File: config.mk
export PLATFORM = sky130hd
export DESIGN_NAME = mem_wb_stage
export DESIGN_NICKNAME = d
export VERILOG_FILES = /design/src/rtl/mem_wb_stage.sv
export SDC_FILE = /design/constraint.sdc
export NUM_CORES = 1
export LEC_CHECK = 0
export CAP_MARGIN = 20
export CORE_MARGIN = 4
export CORE_UTILIZATION = 44
export CTS_CLUSTER_SIZE = 14
export DETAILED_ROUTE_END_ITERATION = 10
export PLACE_DENSITY = 0.81
export SLEW_MARGIN = 20
export SYNTH_ARGS = -nofsm -noshare
export SYNTH_HDL_FRONTEND = slang
export SYNTH_SLANG_ARGS = --single-unit
File: constraint.sdc
create_clock -name clk -period 2.5 [get_ports clk]
set_clock_uncertainty 0.2 [all_clocks]
set_input_delay 0.25 -clock clk [delete_from_list [all_inputs] [get_ports clk]]
set_output_delay 0.25 -clock clk [all_outputs]
set_load 0.005 [all_outputs]
File: src/rtl/mem_wb_stage.sv
// MEM/WB pipeline register with load extension, writeback select,
// same-cycle register-file bypass and a retired-instruction counter.
module mem_wb_stage #(
   parameter int DW = 32,
   parameter int AW = 5
) (
   input  logic          clk,
   input  logic          rst_n,
   input  logic          stall,
   input  logic          flush,
   input  logic          mem_valid,
   input  logic          mem_reg_write,
   input  logic          mem_to_reg,
   input  logic          mem_link,
   input  logic [AW-1:0] mem_rd,
   input  logic [DW-1:0] mem_alu_result,
   input  logic [DW-1:0] mem_load_data,
   input  logic [1:0]    mem_load_size,
   input  logic          mem_load_unsigned,
   input  logic [DW-1:0] mem_pc_plus4,
   input  logic [AW-1:0] id_read_reg1,
   input  logic [AW-1:0] id_read_reg2,
   input  logic [DW-1:0] rf_read_data1,
   input  logic [DW-1:0] rf_read_data2,
   output logic          wb_reg_write,
   output logic [AW-1:0] wb_write_reg,
   output logic [DW-1:0] wb_write_data,
   output logic [DW-1:0] fwd_data1,
   output logic [DW-1:0] fwd_data2,
   output logic [DW-1:0] retire_count
);

   logic          r_valid;
   logic          r_reg_write;
   logic          r_to_reg;
   logic          r_link;
   logic [AW-1:0] r_rd;
   logic [DW-1:0] r_alu;
   logic [DW-1:0] r_load_data;
   logic [1:0]    r_size;
   logic          r_unsigned;
   logic [DW-1:0] r_pc4;
   logic [DW-1:0] r_retire_count;

   logic [7:0]    w_byte;
   logic [15:0]   w_half;
   logic [DW-1:0] w_load;
   logic [DW-1:0] w_data;
   logic          w_we;

   always_ff @(posedge clk or negedge rst_n) begin
      if (!rst_n) begin
         r_valid     <= 1'b0;
         r_reg_write <= 1'b0;
         r_to_reg    <= 1'b0;
         r_link      <= 1'b0;
         r_rd        <= '0;
         r_alu       <= '0;
         r_load_data <= '0;
         r_size      <= '0;
         r_unsigned  <= 1'b0;
         r_pc4       <= '0;
      end else if (flush) begin
         r_valid <= 1'b0;
      end else if (!stall) begin
         r_valid     <= mem_valid;
         r_reg_write <= mem_reg_write;
         r_to_reg    <= mem_to_reg;
         r_link      <= mem_link;
         r_rd        <= mem_rd;
         r_alu       <= mem_alu_result;
         r_load_data <= mem_load_data;
         r_size      <= mem_load_size;
         r_unsigned  <= mem_load_unsigned;
         r_pc4       <= mem_pc_plus4;
      end
   end

   // The WB instruction retires when it leaves the stage (advance or flush).
   always_ff @(posedge clk or negedge rst_n) begin
      if (!rst_n)
         r_retire_count <= '0;
      else if (r_valid && (!stall || flush))
         r_retire_count <= r_retire_count + 1'b1;
   end

   always_comb begin
      w_byte = r_load_data[7:0];
      unique case (r_alu[1:0])
         2'd0: w_byte = r_load_data[7:0];
         2'd1: w_byte = r_load_data[15:8];
         2'd2: w_byte = r_load_data[23:16];
         2'd3: w_byte = r_load_data[31:24];
      endcase
      w_half = r_alu[1] ? r_load_data[31:16] : r_load_data[15:0];
      w_load = r_load_data;
      unique case (r_size)
         2'd0: w_load = {{24{~r_unsigned & w_byte[7]}}, w_byte};
         2'd1: w_load = {{16{~r_unsigned & w_half[15]}}, w_half};
         default: w_load = r_load_data;
      endcase
      w_data = r_alu;
      if (r_link)
         w_data = r_pc4;
      else if (r_to_reg)
         w_data = w_load;
   end

   assign w_we          = r_valid & r_reg_write & (r_rd != '0);
   assign wb_reg_write  = w_we;
   assign wb_write_reg  = r_rd;
   assign wb_write_data = w_data;
   assign retire_count  = r_retire_count;

   assign fwd_data1 = (w_we && r_rd == id_read_reg1) ? w_data : rf_read_data1;
   assign fwd_data2 = (w_we && r_rd == id_read_reg2) ? w_data : rf_read_data2;

endmodule

==> PnR_summary.wiki, run 1 <==
{| class="wikitable"
! Metric !! Value
|-
| Std cell rows || 48
|-
| Count of distinct cell types in the synthesized netlist || 51
|-
| Vertical die dimension || 142 um
|-
| Number of levels in the clock H-tree || 4
|-
| Unrepaired setup endpoints after global routing || yes
|-
| Clock buffer depth || 2
|-
| Internal Dissipation || 6400 uW
|-
| Clock tree from TritonCTS || built
|-
| Total die area || 20,200 um^2
|-
| Classification of the worst-slack hold path || input pin to async pin
|-
| Share of the synthesized area in the top cell type || 0.442
|-
| Register bit count reported by yosys || 140
|-
| Outcome || finished with violations
|-
| Largest fanout of any net on the critical path || 11
|-
| WS Path Type || flip-flop to output port
|-
| DR DRC count || 0
|-
| Post-Synthesis Mean Instance Area || 12.3 um^2
|-
| Wire length of the first global-routing pass || 45.0 mm
|-
| Max Fclk || 0.329 GHz
|-
| Startpoint of the worst-slack reg-to-reg timing path || retire_count[4]
|-
| Most common cell after layout, fill and taps aside || sky130_fd_sc_hd__clkdlybuf4s50_1
|-
| Sequential cell fraction of total power || 0.311
|-
| Largest incremental delay on the critical path || 460 ps
|-
| Number of failing setup endpoints in the final timing report || 97
|-
| Violations in the final reports || setup timing
|-
| Mapped Nets || 833
|-
| Period utilization || 1.21
|-
| Total via count after detailed routing || 7,766
|-
| Cell area after technology mapping || 7920 um^2
|-
| Actual slew at the worst max-slew pin || 620 ps
|-
| Terminus of the critical flop-to-flop path || retire_count[17]
|-
| Initial DRT Pass Iterations || 5
|-
| Number of failing hold endpoints at the final stage || 0
|-
| # clock sinks || 140
|-
| Initial antenna violation count || 5
|-
| Yosys warns || 0
|-
| Layout overhead on the synthesized area || 80.2%
|-
| Fraction of the yosys area taken by sequential cells || 0.442
|-
| Final HPWL from detailed placement || 20.2 mm
|-
| Effective utilization at floorplan || 0.453
|-
| Power share of the clock group || 0.294
|-
| Gp weighted congestion || 0.884
|-
| Core area || 17,500 um^2
|-
| Psw || 2960 uW
|-
| Worst setup EP type || output port
|-
| Via count of the first global-routing pass || 7,911
|-
| Depth of the most critical reg-to-reg path || 5
|-
| Avg WL per Cell || 25.0 um
|-
| Pwr per Cell Area || 656 nW/um^2
|-
| Min cycle time layout || 3040 ps
|-
| Worst ir drop on vdd || 0.000574 V
|-
| Cell type group with the largest total delay on the critical path || simple AND/OR/NAND/NOR gates
|-
| Number of input and output port buffers inserted || 319
|-
| Synthesized instance count || 646
|-
| Async set-or-reset flop fraction in the synthesized netlist || 1.00
|-
| Critical-path cell list || xnor2_1, nand3_2, nor4_4, buf_12, mux2_2, dlygate4sd2_1
|-
| Dominant cell type by area after synthesis || sky130_fd_sc_hd__dfrtp_1
|-
| Cell with the largest stage delay on the worst path || sky130_fd_sc_hd__dfrtp_2
|-
| Pin count of the biggest net entering global routing || 60
|-
| Cts bufs inserted || 17
|-
| Worst Setup Start Kind || flip-flop
|-
| Clock network latency to the later pin of the worst-skew pair || 430 ps
|-
| Arrival time worst endpoint || 2590 ps
|-
| Num ports || 320
|-
| Detailed router's first-iteration violation count || 432
|-
| Combinational group share of total power || 0.395
|-
| Top cells by area in the synthesized netlist || sky130_fd_sc_hd__dfrtp_1, sky130_fd_sc_hd__mux2_2, sky130_fd_sc_hd__mux2_4, sky130_fd_sc_hd__xnor2_1, sky130_fd_sc_hd__a22oi_1
|-
| Most frequent cells in the layout || sky130_fd_sc_hd__clkdlybuf4s50_1, sky130_fd_sc_hd__dfrtp_1, sky130_fd_sc_hd__mux2_2, sky130_fd_sc_hd__buf_6, sky130_fd_sc_hd__buf_4
|-
| Share of layout cells above drive strength 1 || 0.503
|-
| Total of fill cells in the finished design || 935
|-
| Clock tree root driver cell || sky130_fd_sc_hd__clkbuf_16
|-
| Final nets || 1,301
|-
| Worst slew slack as a fraction of its limit || 0.587
|-
| Via/cell ratio || 5.73
|-
| Worst-case setup margin in the final layout || -537 ps
|-
| Worst EP required || 2050 ps
|-
| Share of the core filled with cells || 0.817
|-
| Most instantiated flip-flop cell in the synthesis netlist || sky130_fd_sc_hd__dfrtp_1
|-
| Die width || 142 um
|-
| Post-layout total power || 9370 uW
|-
| Flop-to-flop setup slack || 540 ps
|-
| Proportion of total power due to net switching || 0.316
|-
| Residual antenna-violating net count after detailed routing || 0
|-
| Post-CTS clock slew at the launch and capture registers of the worst setup and hold paths || 60 ps
|-
| Number of max-cap violations || 0
|-
| Overall track demand over capacity in global routing || 0.290
|-
| Detailed-route wire length || 33.9 mm
|-
| Final Slew Violations || 0
|-
| Leakage power || 0.00608 uW
|-
| Worst path bufs/invs || 2
|-
| Total congestion overflow || 0
|-
| Number of enable flip-flop cells after synthesis || 0
|}
==> power groups by stage <==
stage	combinational [uW]	clock, uW	sequential [uW]
3_3_place_gp	2560	0	2850
2_1_floorplan	1170	0	2780
3_5_place_dp	2600	0	2860
6_report	3700	2750	2910
4_1_cts	3190	2760	2850
5_1_grt	3900	2870	2930
==> synth_stat cells (2+ instances only) <==
cell	number
sky130_fd_sc_hd__nand2_1	32
sky130_fd_sc_hd__nand4_1	8
sky130_fd_sc_hd__nor3_1	2
sky130_fd_sc_hd__o221a_2	2
sky130_fd_sc_hd__a221oi_1	8
sky130_fd_sc_hd__inv_1	13
sky130_fd_sc_hd__a21oi_1	7
sky130_fd_sc_hd__xor2_1	10
sky130_fd_sc_hd__dfrtp_1	140
sky130_fd_sc_hd__mux2_4	55
sky130_fd_sc_hd__o311ai_1	5
sky130_fd_sc_hd__o31ai_2	9
sky130_fd_sc_hd__o22ai_1	15
sky130_fd_sc_hd__mux2_2	112
sky130_fd_sc_hd__nand2b_1	15
sky130_fd_sc_hd__nor4_4	2
sky130_fd_sc_hd__xnor2_1	31
sky130_fd_sc_hd__and4_1	5
sky130_fd_sc_hd__a311oi_1	4
sky130_fd_sc_hd__a22oi_1	17
sky130_fd_sc_hd__and3_1	5
sky130_fd_sc_hd__mux2i_1	9
sky130_fd_sc_hd__a211oi_1	5
sky130_fd_sc_hd__and2_1	2
sky130_fd_sc_hd__buf_6	7
sky130_fd_sc_hd__nand3b_1	9
sky130_fd_sc_hd__a221o_1	5
sky130_fd_sc_hd__or3_1	2
sky130_fd_sc_hd__nand3_1	12
sky130_fd_sc_hd__a21boi_0	10
sky130_fd_sc_hd__a21o_1	2
sky130_fd_sc_hd__nor3b_1	2
sky130_fd_sc_hd__a21oi_2	8
sky130_fd_sc_hd__buf_2	8
sky130_fd_sc_hd__nor2_1	18
sky130_fd_sc_hd__clkbuf_1	25
sky130_fd_sc_hd__nor2b_1	4
sky130_fd_sc_hd__o21ai_0	6
sky130_fd_sc_hd__or2_2	2
sky130_fd_sc_hd__o2111ai_1	2
==> repair_timing <==
item | in CTS | in global routing
gates resized for setup | 393 | 216
setup buffers | 42 | 57
pin swaps | 39 | 50
hold buffers | 1 | 0
setup endpoints to repair | 97 | 97
hold endpoints to repair | 56 | 0
gates cloned | 5 | 5
==> worst max path at each step <==
| stage | startpoint | to | slack, ps | cells after the start |
|---|---|---|---|---|
| after global routing | wb_write_reg[0] | fwd_data2[31] | -600 | 6 |
| after CTS | wb_write_reg[1] | fwd_data1[31] | -650 | 6 |
| after floorplan | wb_write_reg[1] | fwd_data1[10] | 270 | 5 |
| after detailed placement | r_size[0] | fwd_data1[5] | -400 | 6 |
| after global placement | r_size[0] | fwd_data2[18] | -320 | 8 |
| final | wb_write_reg[0] | fwd_data2[31] | -540 | 6 |
==> metrics by stage <==
stage / worst slack, ps / hold slack [ps] / TNS [ps] / instance area, um^2 / instances
3_3_place_gp: -315 / 68.2 / -18980 / 11900 / 1232
2_1_floorplan: 273 / -246 / 0 / 7920 / 646
4_1_cts: -653 / 206 / -34560 / 13500 / 1310
5_1_grt: -601 / 217 / -39990 / 14300 / 1354
3_5_place_dp: -399 / 72.2 / -22180 / 11900 / 1232
6_report: -537 / 187 / -35340 / 14300 / 1355
==> layer usage <==
layer  track usage  part of all wire  vias up
met2         0.518              0.51      422
met1         0.324              0.36     3882
met4         0.111             0.051        6
met3        0.0901             0.083      120
met5             0            0.0012        -
li1              -                 -     3336
==> logic make-up after synthesis <==
| logic type | count (synthesis) | synth area share |
|---|---|---|
| adder cells (fa/ha/maj) | 1 | 0.00158 |
| buffers and inverters | 54 | 0.0335 |
| flip-flops | 140 | 0.442 |
| AND/OR/NAND/NOR | 123 | 0.0877 |
| XOR/XNOR | 41 | 0.0453 |
| multiplexers | 177 | 0.276 |
| AO/OA/AOI/OAI | 110 | 0.113 |
==> cell type report <==
cell class	count	area, um^2	area share
sequential	140	3510	0.246
clock inverter	15	209	0.0146
timing repair buffer	490	4830	0.338
multi-input combinational	452	4960	0.348
inverter	13	48.8	0.00342
clock buffer	17	425	0.0298
antenna	3	7.51	0.000526
tap	225	282	0.0197
Power figures use the tool's default switching activity.
==> run 2, diff against run 1 <==
--- a/config.mk
+++ b/config.mk
@@ -10,6 +10,7 @@
 export CORE_UTILIZATION = 44
 export CTS_CLUSTER_SIZE = 14
 export DETAILED_ROUTE_END_ITERATION = 10
+export HOLD_SLACK_MARGIN = 0.1
 export PLACE_DENSITY = 0.81
 export SLEW_MARGIN = 20
 export SYNTH_ARGS = -nofsm -noshare
==> results of run 2 <==
Same layout as run 1: the final DEF is identical, and so are final timing and power.
==> run 3, diff against run 2 <==
--- a/config.mk
+++ b/config.mk
@@ -10,8 +10,9 @@
 export CORE_UTILIZATION = 44
 export CTS_CLUSTER_SIZE = 14
 export DETAILED_ROUTE_END_ITERATION = 10
-export HOLD_SLACK_MARGIN = 0.1
+export HOLD_SLACK_MARGIN = 0.03
 export PLACE_DENSITY = 0.81
+export SKIP_CTS_REPAIR_TIMING = 1
 export SLEW_MARGIN = 20
 export SYNTH_ARGS = -nofsm -noshare
 export SYNTH_HDL_FRONTEND = slang
==> run 3 against run 2 <==
Net effect: global-route usage fell by 3.6 points; worst hold slack hardly changed; sequential cell count is the same; critical path type unchanged; highest routed layer unchanged; sequential share of layout area is 1.8 points higher; worst setup slack better by 97 ps; sequential power fell by 1%; final cell count fell by 3.9%; critical path depth is 4 higher; the flow still finishes with violations (setup timing); utilization is 5.7 points lower; fmax is 3.3% higher; final area is 6.9% lower; non-clock buffer count down 52.
==> PnR_summary.wiki, run 3 (same netlist as run 1, synthesis figures left out) <==
{| class="wikitable"
! Metric !! Value
|-
| Violations in the final reports || setup timing
|-
| Met3 demand-to-capacity share in global routing || 0.0773 (-0.0128)
|-
| Largest fanout of any net on the critical path || 6 (-5)
|-
| WS Path Type || flip-flop to output port
|-
| Total congestion overflow || 0 (unchanged)
|-
| Clock tree from TritonCTS || built
|-
| Total number of cells along the worst setup path || 10 (+4)
|-
| Unrepaired setup endpoints after global routing || yes
|-
| Worst path bufs/invs || 5 (+3)
|-
| Pin count of the biggest net entering global routing || 60 (unchanged)
|-
| Share of layout cells above drive strength 1 || 0.452 (-0.0514)
|-
| Final HPWL from detailed placement || 20.2 mm (unchanged)
|-
| Initial DRT Pass Iterations || 4 (-1)
|-
| Via count of the first global-routing pass || 7,241 (-8.5%)
|-
| Avg WL per Cell || 22.0 um (-12%)
|-
| Worst-case setup margin in the final layout || -440 ps (+96.7 ps)
|-
| Most common cell after layout, fill and taps aside || sky130_fd_sc_hd__clkdlybuf4s50_1
|-
| Cell with the most instances on the worst path || sky130_fd_sc_hd__buf_6
|-
| Depth of the most critical reg-to-reg path || 5 (unchanged)
|-
| Most frequent cells in the layout || sky130_fd_sc_hd__clkdlybuf4s50_1, sky130_fd_sc_hd__dfrtp_1, sky130_fd_sc_hd__mux2_2
|-
| Wire length of the first global-routing pass || 40.0 mm (-11%)
|-
| Num ports || 320 (unchanged)
|-
| Post-CTS clock slew at the launch and capture registers of the worst setup and hold paths || 60 ps (about the same)
|-
| Worst slew slack as a fraction of its limit || 0.597 (+0.0102)
|-
| Via/cell ratio || 5.51 (-3.9%)
|-
| Gp weighted congestion || 0.884 (unchanged)
|-
| Internal Dissipation || 6110 uW (-4.7%)
|-
| Global routing met1 resource utilization || 0.309 (-0.0155)
|-
| Max Fclk || 0.340 GHz (+3.3%)
|-
| Final nets || 1,250 (-3.9%)
|-
| Worst setup EP type || output port
|-
| Layout overhead on the synthesized area || 67.7%
|-
| Total via count after detailed routing || 7,169 (-7.7%)
|-
| Proportion of total power due to net switching || 0.305 (-0.0107)
|-
| Die width || 142 um (unchanged)
|-
| Number of levels in the clock H-tree || 4 (unchanged)
|-
| Clock network latency to the later pin of the worst-skew pair || 420 ps (about the same)
|-
| Sequential cell fraction of total power || 0.327 (+0.016)
|-
| Actual slew at the worst max-slew pin || 605 ps (-15.2 ps)
|-
| Overall track demand over capacity in global routing || 0.254 (-0.0360)
|-
| Effective utilization at floorplan || 0.453 (unchanged)
|-
| Critical-path cell list || buf_6, mux2_4, a22oi_2, a31o_4, buf_12, buf_6, a21oi_4, buf_6, mux2_4, clkbuf_2
|-
| DR DRC count || 0 (unchanged)
|-
| Routing layer with the top usage in global route || met2
|-
| Pwr per Cell Area || 662 nW/um^2 (+0.85%)
|-
| Total of fill cells in the finished design || 1,107 (+18%)
|-
| Detailed router's first-iteration violation count || 331 (-23%)
|-
| Worst ir drop on vdd || 0.000590 V (+2.9%)
|-
| Min cycle time layout || 2940 ps (-96.7 ps)
|-
| Cell with the largest stage delay on the worst path || sky130_fd_sc_hd__dfrtp_1
|-
| Number of input and output port buffers inserted || 319 (unchanged)
|-
| Cts bufs inserted || 17 (unchanged)
|-
| Number of max-cap violations || 0 (unchanged)
|-
| Final Slew Violations || 0 (unchanged)
|-
| Vertical die dimension || 142 um (unchanged)
|-
| Clock tree root driver cell || sky130_fd_sc_hd__clkbuf_16
|-
| Number of failing hold endpoints at the final stage || 0 (unchanged)
|-
| Outcome || finished with violations
|-
| Detailed-route wire length || 28.7 mm (-15%)
|-
| Leakage power || 0.00572 uW (-5.9%)
|-
| Largest incremental delay on the critical path || 380 ps (-80 ps)
|-
| Share of the core filled with cells || 0.760 (-0.0567)
|-
| Met2 track utilization from global routing || 0.439 (-0.0785)
|-
| Power share of the clock group || 0.311 (+0.017)
|-
| Cell type group with the largest total delay on the critical path || buffers and inverters
|-
| Worst EP required || 2050 ps (about the same)
|-
| # clock sinks || 140 (unchanged)
|-
| Worst Setup Start Kind || flip-flop
|-
| Total die area || 20,200 um^2 (unchanged)
|-
| Period utilization || 1.18 (-0.0387)
|-
| Core area || 17,500 um^2 (unchanged)
|-
| Combinational group share of total power || 0.362 (-0.033)
|-
| Initial antenna violation count || 4 (-1)
|-
| Residual antenna-violating net count after detailed routing || 0 (unchanged)
|-
| Clock buffer depth || 2 (unchanged)
|-
| Number of failing setup endpoints in the final timing report || 96 (-1.0%)
|-
| Arrival time worst endpoint || 2490 ps (-100 ps)
|-
| Psw || 2690 uW (-9.3%)
|-
| Worst slack at placement || -399 ps (unchanged)
|-
| Std cell rows || 48 (unchanged)
|-
| Classification of the worst-slack hold path || input pin to async pin
|}
run 3: changes by cell type in the layout (fill, tap and decap cells not counted), sizes merged:
cell          previous run  this run
dlygate4sd2              1         0
nor2b                    4         5
buf                    222       135
diode                    3         1
clkbuf                  61        83
dlymetal6s2s             0        14
run 3: cell type report:
cell class                      count  area (um^2)  area share
Antenna cell                        1         2.50    0.000188
Tap cell                          225          282      0.0212
Timing Repair Buffer              438         4050       0.305
Multi-Input combinational cell    453         4750       0.358
Clock inverter                     15          209      0.0157
Clock buffer                       17          425      0.0320
Sequential cell                   140         3510       0.264
Inverter                           13         48.8     0.00367
run 3: final timing paths:
kind                                        start               end  slack [ps]
worst max-delay path                     r_alu[0]     fwd_data2[27]        -440
worst min-delay path                        rst_n         r_alu[13]         190
worst max register to register    retire_count[4]  retire_count[17]         580
worst min register to register   retire_count[31]  retire_count[31]         280
max in group asynchronous                   rst_n          r_pc4[2]        1180
min in group clk                mem_alu_result[0]          r_alu[0]         210
run 3: metal layers:
| layer | wire, um | up-vias |
|---|---|---|
| li1 | - | 3225 |
| met1 | 11000 | 3593 |
| met2 | 14700 | 287 |
| met3 | 2080 | 58 |
| met4 | 743 | 6 |
| met5 | 35 | - |
run 3: power groups by stage:
| stage | clock (uW) | combinational, uW | sequential, uW |
|---|---|---|---|
| global route | 2870 | 3390 | 2900 |
| CTS | 2760 | 2620 | 2820 |
| finish | 2730 | 3180 | 2870 |
| detailed placement | 0 | 2600 | 2860 |
| global placement | 0 | 2560 | 2850 |
| floorplan | 0 | 1170 | 2780 |
run 3: through the flow:
step	TNS (ps)	hold WS, ps	instances	area (um^2)	total power, uW
floorplan	0	-246	646	7920	3950
global route	-32170	221	1302	13300	9160
CTS	-65180	-377	1264	12600	8210
detailed placement	-22180	72.2	1232	11900	5470
finish	-25220	187	1302	13300	8790
global placement	-18980	68.2	1232	11900	5410
